--- config.mk ---
export PLATFORM = sky130hd
export DESIGN_NAME = reg16_write_arbiter
export DESIGN_NICKNAME = d
export VERILOG_FILES = /design/src/rtl/reg16_write_arbiter.sv
export SDC_FILE = /design/constraint.sdc
export NUM_CORES = 1
export LEC_CHECK = 0
export BUFFER_PORTS_ARGS = -buffer_cell sky130_fd_sc_hd__buf_2
export CORE_UTILIZATION = 48
export DETAILED_ROUTE_END_ITERATION = 12
export PLACE_DENSITY = 0.81
export SLEW_MARGIN = 30
export SYNTH_ARGS = -nofsm -noshare
export SYNTH_HDL_FRONTEND = slang
export SYNTH_SLANG_ARGS = --single-unit
export TNS_END_PERCENT = 30
--- constraint.sdc ---
create_clock -name CLK -period 2.6 [get_ports CLK]
set_input_delay 0.26 -clock CLK [delete_from_list [all_inputs] [get_ports CLK]]
set_output_delay 0.26 -clock CLK [all_outputs]
set_load 0.05 [all_outputs]
--- src/rtl/reg16_write_arbiter.sv ---
// Round-robin write-port arbiter for one shared load-enabled register.
// One registered write per clock; an optional per-requester lock grants bounded bursts.
module reg16_write_arbiter #(
  parameter int unsigned N_REQ    = 4,
  parameter int unsigned WIDTH    = 16,
  parameter int unsigned LOCK_MAX = 8,
  localparam int unsigned OW = (N_REQ > 1) ? $clog2(N_REQ) : 1,
  localparam int unsigned BW = $clog2(LOCK_MAX) + 1
) (
  input  logic                     CLK,
  input  logic                     RESET,
  input  logic [N_REQ-1:0]         REQ,
  input  logic [N_REQ-1:0]         LOCK,
  input  logic [N_REQ*WIDTH-1:0]   WDATA,
  output logic [N_REQ-1:0]         GNT,
  output logic                     LOAD,
  output logic [WIDTH-1:0]         IN,
  output logic [OW-1:0]            OWNER,
  output logic                     BUSY
);

  typedef enum logic {IDLE, LOCKED} state_t;

  state_t            state, state_nxt;
  logic [OW-1:0]     ptr, ptr_nxt;
  logic [OW-1:0]     owner_nxt;
  logic [BW-1:0]     beats, beats_nxt;
  logic [N_REQ-1:0]  gnt_nxt;
  logic [N_REQ-1:0]  mask;
  logic              load_nxt;
  logic [WIDTH-1:0]  in_nxt;
  logic              hold;
  logic              found;
  logic [OW-1:0]     win;

  always_comb begin
    state_nxt = state;
    ptr_nxt   = ptr;
    beats_nxt = beats;
    owner_nxt = OWNER;
    gnt_nxt   = '0;
    load_nxt  = 1'b0;
    in_nxt    = IN;
    mask      = REQ;
    found     = 1'b0;
    win       = '0;
    hold      = (state == LOCKED) && REQ[OWNER] && LOCK[OWNER] &&
                (beats < BW'(LOCK_MAX));

    if (hold) begin
      gnt_nxt[OWNER] = 1'b1;
      load_nxt       = 1'b1;
      in_nxt         = WDATA[OWNER*WIDTH +: WIDTH];
      beats_nxt      = beats + 1'b1;
    end else begin
      // Release falls straight into open arbitration so no cycle is lost;
      // a burst that hit its limit sits this round out.
      if ((state == LOCKED) && (beats >= BW'(LOCK_MAX)))
        mask[OWNER] = 1'b0;
      state_nxt = IDLE;
      beats_nxt = '0;
      for (int unsigned k = 0; k < N_REQ; k++) begin
        if (!found && mask[(32'(ptr) + k) % N_REQ]) begin
          found = 1'b1;
          win   = OW'((32'(ptr) + k) % N_REQ);
        end
      end
      if (found) begin
        gnt_nxt[win] = 1'b1;
        load_nxt     = 1'b1;
        in_nxt       = WDATA[win*WIDTH +: WIDTH];
        owner_nxt    = win;
        ptr_nxt      = (32'(win) == N_REQ - 1) ? '0 : win + 1'b1;
        if (LOCK[win]) begin
          state_nxt = LOCKED;
          beats_nxt = BW'(1);
        end
      end
    end
  end

  always_ff @(posedge CLK or negedge RESET) begin
    if (!RESET) begin
      state <= IDLE;
      ptr   <= '0;
      beats <= '0;
      GNT   <= '0;
      LOAD  <= 1'b0;
      IN    <= '0;
      OWNER <= '0;
    end else begin
      state <= state_nxt;
      ptr   <= ptr_nxt;
      beats <= beats_nxt;
      GNT   <= gnt_nxt;
      LOAD  <= load_nxt;
      IN    <= in_nxt;
      OWNER <= owner_nxt;
    end
  end

  assign BUSY = (state == LOCKED);

endmodule

# ---- After elaboration in Yosys (flattened, before gate mapping)
# Index checks and enable logic that the tools add are counted.
dict set report word_totals {
  register_bits 30
  word_cells 87
  output_inout_bits 24
}
dict set report classes {
  magnitude_cmp 10
  bitwise_logic 3
  reduce_logical 14
  shifts 2
  mux 45
  add_sub_neg 5
  eq_ne 1
}
# cell n
set ops {}
lappend ops {{$shiftx 64x7->16} 2}
lappend ops {{$mux 16} 2}
lappend ops {{$mux 1} 23}
lappend ops {{$mux 4} 5}
lappend ops {{$lt 2x3->1 const B} 6}
lappend ops {{$bmux 1 s2} 7}
lappend ops {{$mux 2} 6}
lappend ops {{$logic_and 1x1->1} 9}
lappend ops {{$add 2x1->2 const B} 2}
lappend ops {{$add 2x2->2 const B} 2}
lappend ops {{$add 4x1->4 const B} 1}
lappend ops {{$and 4x4->4} 1}
lappend ops {{$demux 1 s2} 2}
lappend ops {{$ge 2x1->1 const B} 2}
lappend ops {{$ge 4x4->1 const B} 1}
lappend ops {{$lt 4x4->1 const B} 1}
lappend ops {{$not 4->4} 1}
lappend ops {{$logic_not 1->1} 3}
lappend ops {{$eq 2x2->1 const B} 1}
lappend ops {{$reduce_and 2->1} 1}
lappend ops {{$reduce_bool 2->1} 1}
lappend ops {{$not 1->1} 1}

# ---- Depth between registers and ports, before layout
# Gate-level depths: netlist of run 1.
dict set report logic_depth {
  ltp_word 30
  depth_mapped 10
}

# ---- Worst setup path after synthesis of run 1
# Ideal clock, no wire load.
dict set report synth_timing {
  path_kind {reg2reg}
  start {register OWNER[1]}
  end {register ptr[0]}
  t_arrival_ns 2.734
  required_time_ns 2.517
  setup_time_ns 0.083
  path_stages_with_launch 10
  slack_ns -0.216
  synth_period_minus_slack_ns 2.816
  n_path_buf 2
  path_cell_list {dfrtp_1 -> buf_2 -> nand4_1 -> a211o_1 -> a32oi_2 -> clkbuf_1 -> nor2_1 -> ha_1 -> or3_1 -> o21ai_0}
}
dict set report synth_between {
  elab_chain_cells 26
  word_cells_on_any_way 48
  cone_classes {1 x add/sub; 2 x order compare; 1 x eq/ne; 30 x mux; 3 x bitwise; 11 x reduce/logical}
}
# element line
set synth_rtl {}
lappend synth_rtl {{start, declared} 18} ;# output logic [OW-1:0] OWNER,
lappend synth_rtl {{start signal, assigned} 98} ;# OWNER <= owner_nxt;
lappend synth_rtl {{$lt 2x3->1 (implied by the code) / $ge 2x1->1 (equally long branches)} 59} ;# mask[OWNER] = 1'b0;
lappend synth_rtl {{$logic_and 1x1->1 (implied by the code)} 59}
lappend synth_rtl {{$mux 1 (implied by the code)} 59}
lappend synth_rtl {{$demux 1 s2} 59}
lappend synth_rtl {{$not 4->4 (no line)} -}
lappend synth_rtl {{$and 4x4->4 (no line)} -}
lappend synth_rtl {{$mux 4} 58} ;# if ((state == LOCKED) && (beats >= BW'(LOCK_MAX)))
lappend synth_rtl {{$mux 4} 50} ;# if (hold) begin
lappend synth_rtl {{[... 10 more ...]} -}
lappend synth_rtl {{$mux 1} 63} ;# if (!found && mask[(32'(ptr) + k) % N_REQ]) begin
lappend synth_rtl {{$mux 1} 50}
lappend synth_rtl {{$logic_not 1->1} 63}
lappend synth_rtl {{$logic_and 1x1->1} 63}
lappend synth_rtl {{$mux 2} 63}
lappend synth_rtl {{$mux 2} 50}
lappend synth_rtl {{$add 2x1->2 / $eq 2x2->1 (equally long branches)} 73} ;# ptr_nxt = (32'(win) == N_REQ - 1) ? '0 : win + 1'b1;
lappend synth_rtl {{$mux 2} 73}
lappend synth_rtl {{end signal, assigned} 93} ;# ptr <= ptr_nxt;
lappend synth_rtl {{end, declared} 25} ;# logic [OW-1:0] ptr, ptr_nxt;
# Parallel ways exist; a longest one is shown, timed or not. The select of a mux whose other input is x is not followed.
# A chain may end at the register's enable or synchronous reset.

# ---- Final worst setup path of run 1
dict set report layout_timing {
  start {register OWNER[1]}
  end {register IN[9]}
}
dict set report layout_between {
  elab_chain_cells 27
  word_cells_on_any_way 48
  cone_classes {2 x order compare; 2 x shift; 31 x mux; 2 x bitwise; 11 x reduce/logical}
}
# element line
set layout_rtl {}
lappend layout_rtl {{$lt 2x3->1 (implied by the code) / $ge 2x1->1 (equally long branches)} 59}
lappend layout_rtl {{$logic_and 1x1->1 (implied by the code)} 59}
lappend layout_rtl {{$mux 1 (implied by the code)} 59}
lappend layout_rtl {{$demux 1 s2} 59}
lappend layout_rtl {{$not 4->4 (no line)} -}
lappend layout_rtl {{$and 4x4->4 (no line)} -}
lappend layout_rtl {{$mux 4} 58}
lappend layout_rtl {{$mux 4} 50}
lappend layout_rtl {{[... 11 more ...]} -}
lappend layout_rtl {{$mux 1} 50}
lappend layout_rtl {{$logic_not 1->1} 63}
lappend layout_rtl {{$logic_and 1x1->1} 63}
lappend layout_rtl {{$mux 2} 63}
lappend layout_rtl {{$mux 2} 50}
lappend layout_rtl {{$shiftx 64x7->16} 71} ;# in_nxt = WDATA[win*WIDTH +: WIDTH];
lappend layout_rtl {{$mux 16} 68} ;# if (found) begin
lappend layout_rtl {{$mux 16} 50}
lappend layout_rtl {{end signal, assigned} 97} ;# IN <= in_nxt;
lappend layout_rtl {{end, declared} 17} ;# output logic [WIDTH-1:0] IN,
# Parallel ways exist; a longest one is shown, timed or not. The select of a mux whose other input is x is not followed.

==> run metrics, run 1 <==
run status=finished, violations left; failing checks=negative hold slack; WL/cell=16.3 µm; top cells by area, synth=dfrtp_1 34%, mux2_4 8.9%, o221a_1 6.7%; #FFs+latches synth=30; Required @ worst endpoint=2.77 ns; global-route wire length before repair=9290 µm; Synth Warn #=0; largest family of logic cells by synthesized area=compound AO/OA/AOI/OAI gates; most common cell in the netlist=dfrtp_1; setup TNS=0 ns; Rel. slew slack=55.6%; critical path endpoint category=flop; critical path's slowest cell=dfrtp_2; skew final=0.00755 ns; Fin. Hold Viols=9; cell family with most CP delay=compound AO/OA/AOI/OAI gates; area growth from synthesis to layout=29.6%; Synth Area in XOR/XNOR=0.400%; largest area contributor in the netlist=dfrtp_1; residual DRC count=0; critical path data arrival time=2.60 ns; vias in the first global route=1,957; register area=754 µm²; cts-stage hold buffer count=0; Synth Area in Adders=3.43%; post-synth top area share=34.3%; Clock Tree Buf Depth=2; Post-Route WL=5840 µm; CTS Sinks=30; crit-path cells=and4bb_1, a211o_1, a32oi_2, o22a_4, buf_12, mux2_4, o221a_1; Post-synth top cells=30 x dfrtp_1, 25 x inv_1, 17 x o211ai_1; vias per cell=5.78; DR iter-0 viols=175; Global Route Usage Sum=24.8%; MaxCap Viol Count=0; Initial Util=50.3%; Mapped Cells=207; share of layout cells above drive strength 1=49.2%; Buf/Inv on CP=1; Net count, final=386; remaining antenna violation count after routing=0; Min Clock Period, post-route=2.43 ns; Mapped Area=0.00219 mm²; Clk Latency, worst-skew pair=0.29 ns; Logic pwr share=65.0%; Root Buffer=clkbuf_8; post-route total power=3.62 mW; WS Path Type=reg2reg; initial antenna violation count=0; Tightest Pin Transition=0.666 ns; Seq pwr share=23.7%; Leakage=1.39 nW; Clock Power Share=11.3%; startpoint types=flop; Die Area=0.00483 mm²; core area=0.00435 mm²; sw frac=50.8%; FP Rows=24; post-synthesis cell type count=51; peak supply drop=885 µV; # port buffers=97; drt pass-1 iters=4; mux cell area share after synthesis=12.0%; Min-Delay Path Class=in2async; hold_ws=-0.00224 ns; total internal power=1.78 mW; RSZ-0062 raised after global routing=no; multi-input combinational cell area=0.00123 mm²; register area share after synthesis=34.3%; CTS tree=yes; GRT overflow=0; Synth Area in Compound Gates=31.0%; post-layout util=65.1%; Primary FF master, synth=dfrtp_1; GPL Wtd Cong=0.944; max-slew violations=0; final setup fails=0; Top Ports=98; hpwl dp=4360 µm; CTS H-Tree Depth=2; width of the die=69.5 µm; Net Switching=1.84 mW; Peak Freq=412 MHz; Finished Layout Cells=359; Clk pin slew, worst setup/hold paths=0.07 ns; Diodes inserted=0; asr flop ratio synth=100%; worst-path maximum fanout=20; largest net degree at the start of global routing=31; Die Y=69.5 µm; EDFF count, synth=0; CTS Buf Count=5; Post-Synth Simple-Gate Area=8.92%; via count=2,074; Placed Cells=351; critical path's largest stage delay=0.49 ns; Power Dens Cells=1280 mW/mm²; Synth Net Count=287; period utilization=93.4%; Fill cells=337; Mean Syn Cell Area=10.6 µm²
-- state kept, by name (all words and copies together) (netlist names) --
register and count:
beats 4, ptr 2, LOAD 1, IN 16
BUSY 1, OWNER 2, GNT 4
-- stage by stage --
stage	area, µm²	setup WS, ns	hold WS [ns]
floorplan	2190	0.0303	-0.0356
global placement	2730	0.205	0.329
detailed placement	2730	0.180	0.337
CTS	2830	0.174	0.0171
global route	2840	0.0469	0.0446
finish	2840	0.172	-0.00224
-- cell type report --
class	count	area share (%)
clock buffers	6	2.91
clock inverters	2	0.441
inverters	26	3.44
multi-input cells	133	43.3
flip-flops and latches	30	26.6
well taps	52	2.29
repair buffers	110	21.0
-- path summary, 6_finish.rpt --
path,start,to,slack [ns],cells after the start
max reg2reg,OWNER[1]$_DFFE_PN0P_,IN[9]$_DFFE_PN0P_,0.17,7
min in group CLK,WDATA[53],IN[5]$_DFFE_PN0P_,0.33,4
max,OWNER[1]$_DFFE_PN0P_,IN[9]$_DFFE_PN0P_,0.17,7
max in group asynchronous,RESET,BUSY$_DFFE_PN0N_,2.13,1
min reg2reg,IN[11]$_DFFE_PN0P_,IN[11]$_DFFE_PN0P_,0.55,1
min,RESET,LOAD$_DFF_PN0_,-0.002,1
-- per-layer routing --
metal	global-route usage, %	routed length, µm
met5	0	0
met4	11.1	127
met3	5.96	322
met2	41.1	2990
met1	30.4	2390
-- kinds of logic (layout without fill, tap and decap cells) --
group | count (synthesis) | count (layout)
buf+inv | 44 | 144
flops | 30 | 30
compound gates | 75 | 75
fa+ha+maj | 6 | 6
mux | 18 | 18
xor+xnor | 1 | 1
simple gates | 33 | 33
-- what timing repair did --
| item | 4_1_cts | 5_1_grt |
|---|---|---|
| resized for setup | 0 | 1 |
| setup buffers | 0 | 0 |
| setup endpoints to repair | 0 | 1 |
-- cells in the final DEF, fill, tap and decap left out, drive strengths merged, types with 2 or more instances in the layout --
| master | netlist | layout |
|---|---|---|
| o21ai | 5 | 5 |
| clkbuf | 9 | 6 |
| nand2b | 2 | 2 |
| buf | 9 | 110 |
| and3 | 2 | 2 |
| o31ai | 2 | 2 |
| o221a | 16 | 16 |
| o22ai | 2 | 2 |
| and2 | 5 | 5 |
| a32o | 3 | 3 |
| o21a | 2 | 2 |
| ha | 6 | 6 |
| nand2 | 9 | 9 |
| o211ai | 17 | 17 |
| inv | 26 | 26 |
| nand3 | 2 | 2 |
| nor2 | 4 | 4 |
| mux2 | 17 | 17 |
| dfrtp | 30 | 30 |
| o221ai | 16 | 16 |
| o32ai | 3 | 3 |
-- power by group through the flow --
stage	sequential, mW	combinational [mW]	clock (mW)
2_1_floorplan	1.43	1.26	0
3_3_place_gp	0.845	2.30	0
3_5_place_dp	0.856	2.35	0
4_1_cts	0.856	2.35	0.415
5_1_grt	0.888	2.51	0.436
6_report	0.859	2.36	0.409
No activity file was read; power rests on OpenSTA's default activity.
==> run 2, diff against run 1 <==
CORE_ASPECT_RATIO = 0.9   (was unset)
==> run metrics, run 2 (synthesis results as in run 1) <==
Global Route Usage Sum=25.8% (+1.0 points); largest net degree at the start of global routing=31 (unchanged); Top Ports=98 (unchanged); GRT overflow=0 (unchanged); # port buffers=97 (unchanged); share of layout cells above drive strength 1=48.5% (-0.66 points); post-CTS setup buffer count=0 (unchanged); Min-Delay Path Class=in2async; critical path data arrival time=2.57 ns (-0.03 ns); CTS Buf Count=5 (unchanged); Required @ worst endpoint=2.76 ns (about the same); highest-count cells in the layout ignoring fill and taps=97 x buf_2, 27 x dfrtp_1, 25 x inv_1; core area=0.00421 mm² (-3.3%); max reg flops=16 (unchanged); Peak Freq=415 MHz (+0.72%); Rel. slew slack=55.0% (-0.59 points); CTS tree=yes; GPL Wtd Cong=0.921 (-2.4%); MaxCap Viol Count=0 (unchanged); Die Y=66.1 µm (-5.0%); max-slew violations=0 (unchanged); run status=completed; peak supply drop=754 µV (-15%); Diodes inserted=0 (unchanged); Initial Util=52.0% (+1.7 points); post_cts resized=0 (unchanged); final setup fails=0 (unchanged); initial antenna violation count=0 (unchanged); period utilization=92.7% (-0.66 points); CTS Sinks=30 (unchanged); FP Rows=22 (-8.3%); commonest non-fill, non-tap cell in the layout=buf_2; Final Worst Setup Slack=0.189 ns (+0.0173 ns); post-layout util=68.2% (+3.0 points); WS Path Type=reg2reg; vias in the first global route=2,029 (+3.7%); Fin. Hold Viols=0 (-9); width of the die=73.2 µm (+5.3%); remaining antenna violation count after routing=0 (unchanged); Clk pin slew, worst setup/hold paths=0.07 ns (about the same); worst-path maximum fanout=17 (-15%); Min Clock Period, post-route=2.41 ns (-0.0173 ns); WL/cell=15.6 µm (-4.1%); Setup WS pre-CTS=0.202 ns (+0.0224 ns); Clock Tree Buf Depth=2 (unchanged); Tightest Pin Transition=0.675 ns (+0.00890 ns); register with the most flip-flops=IN; largest registers=IN: 16 flops, GNT: 4 flops, beats: 4 flops; skew final=0.00666 ns (-0.000888 ns); RSZ-0062 raised after global routing=no; setup TNS=0 ns (unchanged); residual DRC count=0 (unchanged); global-route wire length before repair=9320 µm (+0.30%); Clk Latency, worst-skew pair=0.28 ns (about the same); hpwl dp=4280 µm (-1.7%); vias per cell=5.64 (-2.4%); Root Buffer=clkbuf_8; post-route total power=3.78 mW (+4.1%); Net count, final=384 (-0.52%); cts-stage hold buffer count=0 (unchanged); DR iter-0 viols=105 (-40%); Die Area=0.00483 mm² (about the same); CTS H-Tree Depth=2 (unchanged); critical path endpoint category=flop; area growth from synthesis to layout=31.2%; Post-Route WL=5690 µm (-2.5%); startpoint types=flop; via count=2,058 (-0.77%); drt pass-1 iters=4 (unchanged); Leakage=1.40 nW (+0.88%); Power Dens Cells=1320 mW/mm² (+2.9%)
run 2: cell types whose count changed in the layout (fill, tap and decap cells not counted), sizes merged:
| cell | delta |
|---|---|
| clkinvlp | -1 |
| buf | -2 |
| bufinv | +2 |
| clkinv | -1 |
run 2: stage by stage:
stage	cells	hold WS, ns	instance area, µm²
2_1_floorplan	207	-0.0356	2190
3_3_place_gp	357	0.327	2730
3_5_place_dp	357	0.340	2730
4_1_cts	365	0.0294	2870
5_1_grt	365	0.0580	2870
6_report	365	0.0148	2870
run 2: layer usage:
metal	vias up	track usage, %	share of wire (%)	wire (µm)
met3	8	7.62	7.7	440
met1	948	32.1	44	2530
li1	998	-	-	-
met5	-	0	0	0
met2	104	41.8	46	2630
met4	0	9.80	1.5	85
run 2: report_power, final:
part           switching [mW]  internal [mW]  leakage (nW)
clock                   0.176          0.409        0.0714
sequential              0.179          0.684         0.354
combinational            1.44          0.885         0.977
run 2: critical path, stage by stage (launching register included):
cell,delay (ns)
dfrtp_2,0.49
and4b_1,0.39
a2bb2oi_2,0.33
a21o_1,0.16
o22a_4,0.22
buf_12,0.18
mux2_4,0.31
o221a_1,0.21
run 2: path summary, 6_finish.rpt:
path	startpoint	endpoint	slack [ns]	cells after the start
max	OWNER[1]$_DFFE_PN0P_	IN[6]$_DFFE_PN0P_	0.19	7
min	RESET	beats[0]$_DFF_PN0_	0.01	1
max reg2reg	OWNER[1]$_DFFE_PN0P_	IN[6]$_DFFE_PN0P_	0.19	7
min reg2reg	beats[0]$_DFF_PN0_	beats[0]$_DFF_PN0_	0.54	1
max in group asynchronous	RESET	BUSY$_DFFE_PN0N_	2.10	1
min in group CLK	WDATA[51]	IN[3]$_DFFE_PN0P_	0.36	4
run 2: final cells by class:
type / count / area (µm²)
Fill cell: 330 / 1340
Multi-Input combinational cell: 133 / 1220
Sequential cell: 30 / 754
Timing Repair Buffer: 108 / 581
Inverter: 26 / 97.6
Clock buffer: 6 / 82.6
Tap cell: 60 / 75.1
Clock inverter: 2 / 60.1
==> run 3, diff against run 2 <==
ABC_AREA = 1   (was unset)
CORE_UTILIZATION = 49   (was 48)
==> run metrics, run 3 <==
RSZ-0062 raised after global routing=no; vias per cell=4.91 (-13%); Diodes inserted=0 (unchanged); hpwl dp=4640 µm (+8.4%); worst-path maximum fanout=8 (-9); RR Startpoint=OWNER[1]$_DFFE_PN0P_; met3 WL=419 µm (-4.8%); Synth Area in Adders=3.20% (-0.23 points); routed length on met1=2920 µm (+15%); width of the die=75.0 µm (+2.4%); Net count, final=557 (+45%); Initial Util=52.0% (about the same); run status=completed; startpoint types=flop; residual DRC count=0 (unchanged); Synth Area in XOR/XNOR=0.746% (+0.35 points); final setup fails=0 (unchanged); highest routed layer=met4; Clock Tree Buf Depth=2 (unchanged); largest registers=IN: 16 flops, GNT: 4 flops, beats: 4 flops; DR iter-0 viols=164 (+56%); Setup WS pre-CTS=0.234 ns (+0.0324 ns); drt pass-1 iters=6 (+2); hold_ws=0.00212 ns (-0.0126 ns); Mean Syn Cell Area=6.14 µm² (-42%); Post-Route WL=6320 µm (+11%); crit-path cells=inv_2, nor2_2, nand2_1, nand3_2, nand2_2, nand2_1, nand2_2, a21oi_1, nand2_1, nand2_1, inv_1, ha_1, nand2_1, o21ai_0; r2r endpoint=ptr[1]$_DFFE_PN0P_; GPL Wtd Cong=0.925 (+0.40%); EDFF count, synth=0 (unchanged); core area=0.00452 mm² (+7.3%); largest family of logic cells by synthesized area=simple AND/OR/NAND/NOR gates; Final Worst Setup Slack=0.229 ns (+0.0399 ns); register with the most flip-flops=IN; GRT overflow=0 (unchanged); remaining antenna violation count after routing=0 (unchanged); Clk Latency, worst-skew pair=0.29 ns (about the same); Fin. Hold Viols=0 (unchanged); Rel. slew slack=53.9% (-1.1 points); Finished Layout Cells=540 (+48%); Min Clock Period, post-route=2.37 ns (-0.0399 ns); initial antenna violation count=0 (unchanged); Peak Freq=422 MHz (+1.7%); CTS H-Tree Depth=2 (unchanged); mux cell area share after synthesis=0% (-12 points); post-synth top area share=32.0% (-2.3 points); vias in the first global route=2,249 (+11%); global-route wire length before repair=9830 µm (+5.6%); share of layout cells above drive strength 1=28.2% (-20 points); Required @ worst endpoint=2.75 ns (about the same); post-CTS setup buffer count=0 (unchanged); skew final=0.00703 ns (+0.000362 ns); #FFs+latches synth=30 (unchanged); critical path data arrival time=2.52 ns (-0.05 ns); Clk pin slew, worst setup/hold paths=0.07 ns (about the same); largest area contributor in the netlist=dfrtp_1; register area share after synthesis=32.0% (-2.3 points); CTS Buf Count=5 (unchanged); Mapped Cells=382 (+85%); WL/cell=11.7 µm (-25%); area growth from synthesis to layout=27.9%; largest net degree at the start of global routing=34 (+9.7%); Root Buffer=clkbuf_8; Top Ports=98 (unchanged); Die Area=0.00507 mm² (+4.9%); cts-stage hold buffer count=0 (unchanged); post-synthesis cell type count=26 (-49%); commonest non-fill, non-tap cell in the layout=nand2_1; top cells by area, synth=dfrtp_1 32%, nand2_1 27%, nand3_1 14%; MaxCap Viol Count=0 (unchanged); CTS Sinks=30 (unchanged); Die Y=67.7 µm (+2.4%); max-slew violations=0 (unchanged); FF-to-FF path depth=14 (+7); reg-to-reg slack, setup=0.23 ns (+0.04 ns); # port buffers=97 (unchanged); most common cell in the netlist=nand2_1; met2 WL=2890 µm (+9.6%); Min-Delay Path Class=in2async; Tightest Pin Transition=0.689 ns (+0.0136 ns); asr flop ratio synth=100% (unchanged); via count=2,651 (+29%); highest-count cells in the layout ignoring fill and taps=167 x nand2_1, 97 x buf_2, 65 x nand3_1; FP Rows=23 (+4.5%); Placed Cells=532 (+49%); setup TNS=0 ns (unchanged); Synth Area in Compound Gates=3.41% (-28 points); Mapped Area=0.00235 mm² (+7.3%); CTS tree=yes; critical path endpoint category=flop; Synth Warn #=0 (unchanged); critical path's slowest cell=dfrtp_1; period utilization=91.2% (-1.5 points); Post-Synth Simple-Gate Area=48.5% (+40 points); critical path's largest stage delay=0.51 ns (+0.02 ns); Global Route Usage Sum=25.5% (-0.30 points); Post-synth top cells=167 x nand2_1, 65 x nand3_1, 46 x inv_1; cell mode on critical path=nand2_1; WS Path Type=reg2reg; Primary FF master, synth=dfrtp_1; max reg flops=16 (unchanged); Synth Net Count=462 (+61%); post_cts resized=0 (unchanged)
==> run 3: cells by family (layout without fill, tap and decap cells) <==
group | Yosys count | count (layout)
buffers and inverters | 68 | 164
AOI/OAI and AO/OA | 15 | 15
and+or+nand+nor | 261 | 261
DFF | 30 | 30
adders and majority gates | 6 | 6
xor gates and xnor gates | 2 | 2
==> run 3: critical path, delay by kind of cell (launching register included) <==
kind | cells | cell delay, ns
simple gates | 9 | 1.05
flops | 1 | 0.51
fa+ha+maj | 1 | 0.29
compound gates | 2 | 0.20
buf+inv | 2 | 0.19
==> run 3: metrics by stage <==
stage	util (%)	instance area [µm²]
floorplan	-	2350
global placement	63.9	2890
detailed placement	63.9	2890
CTS	66.3	2990
global route	66.5	3000
finish	66.5	3000
==> run 3: cell type report <==
type	count	area, µm²
fillers	406	1520
multi-input cells	284	1310
flip-flops and latches	30	751
repair buffers	104	554
inverters	52	198
well taps	62	77.6
clock buffers	5	68.8
clock inverters	3	40.0
==> run 3: layer usage <==
layer	vias to the layer above	track usage, %
li1	1366	-
met2	111	41.3
met4	0	8.49
met1	1164	34.3
met3	10	4.18
met5	-	0
==> run 3: worst max path at each step <==
stage | start | to
after floorplan | OWNER[1]$_DFFE_PN0P_ | ptr[1]$_DFFE_PN0P_
after global placement | OWNER[1]$_DFFE_PN0P_ | ptr[1]$_DFFE_PN0P_
after detailed placement | OWNER[1]$_DFFE_PN0P_ | IN[7]$_DFFE_PN0P_
after CTS | OWNER[1]$_DFFE_PN0P_ | IN[1]$_DFFE_PN0P_
after global routing | OWNER[1]$_DFFE_PN0P_ | ptr[1]$_DFFE_PN0P_
final | OWNER[1]$_DFFE_PN0P_ | ptr[1]$_DFFE_PN0P_
Power of run 3 is not shown: default switching activity piles up to over one toggle a cycle in this logic, so the estimate is an artifact.
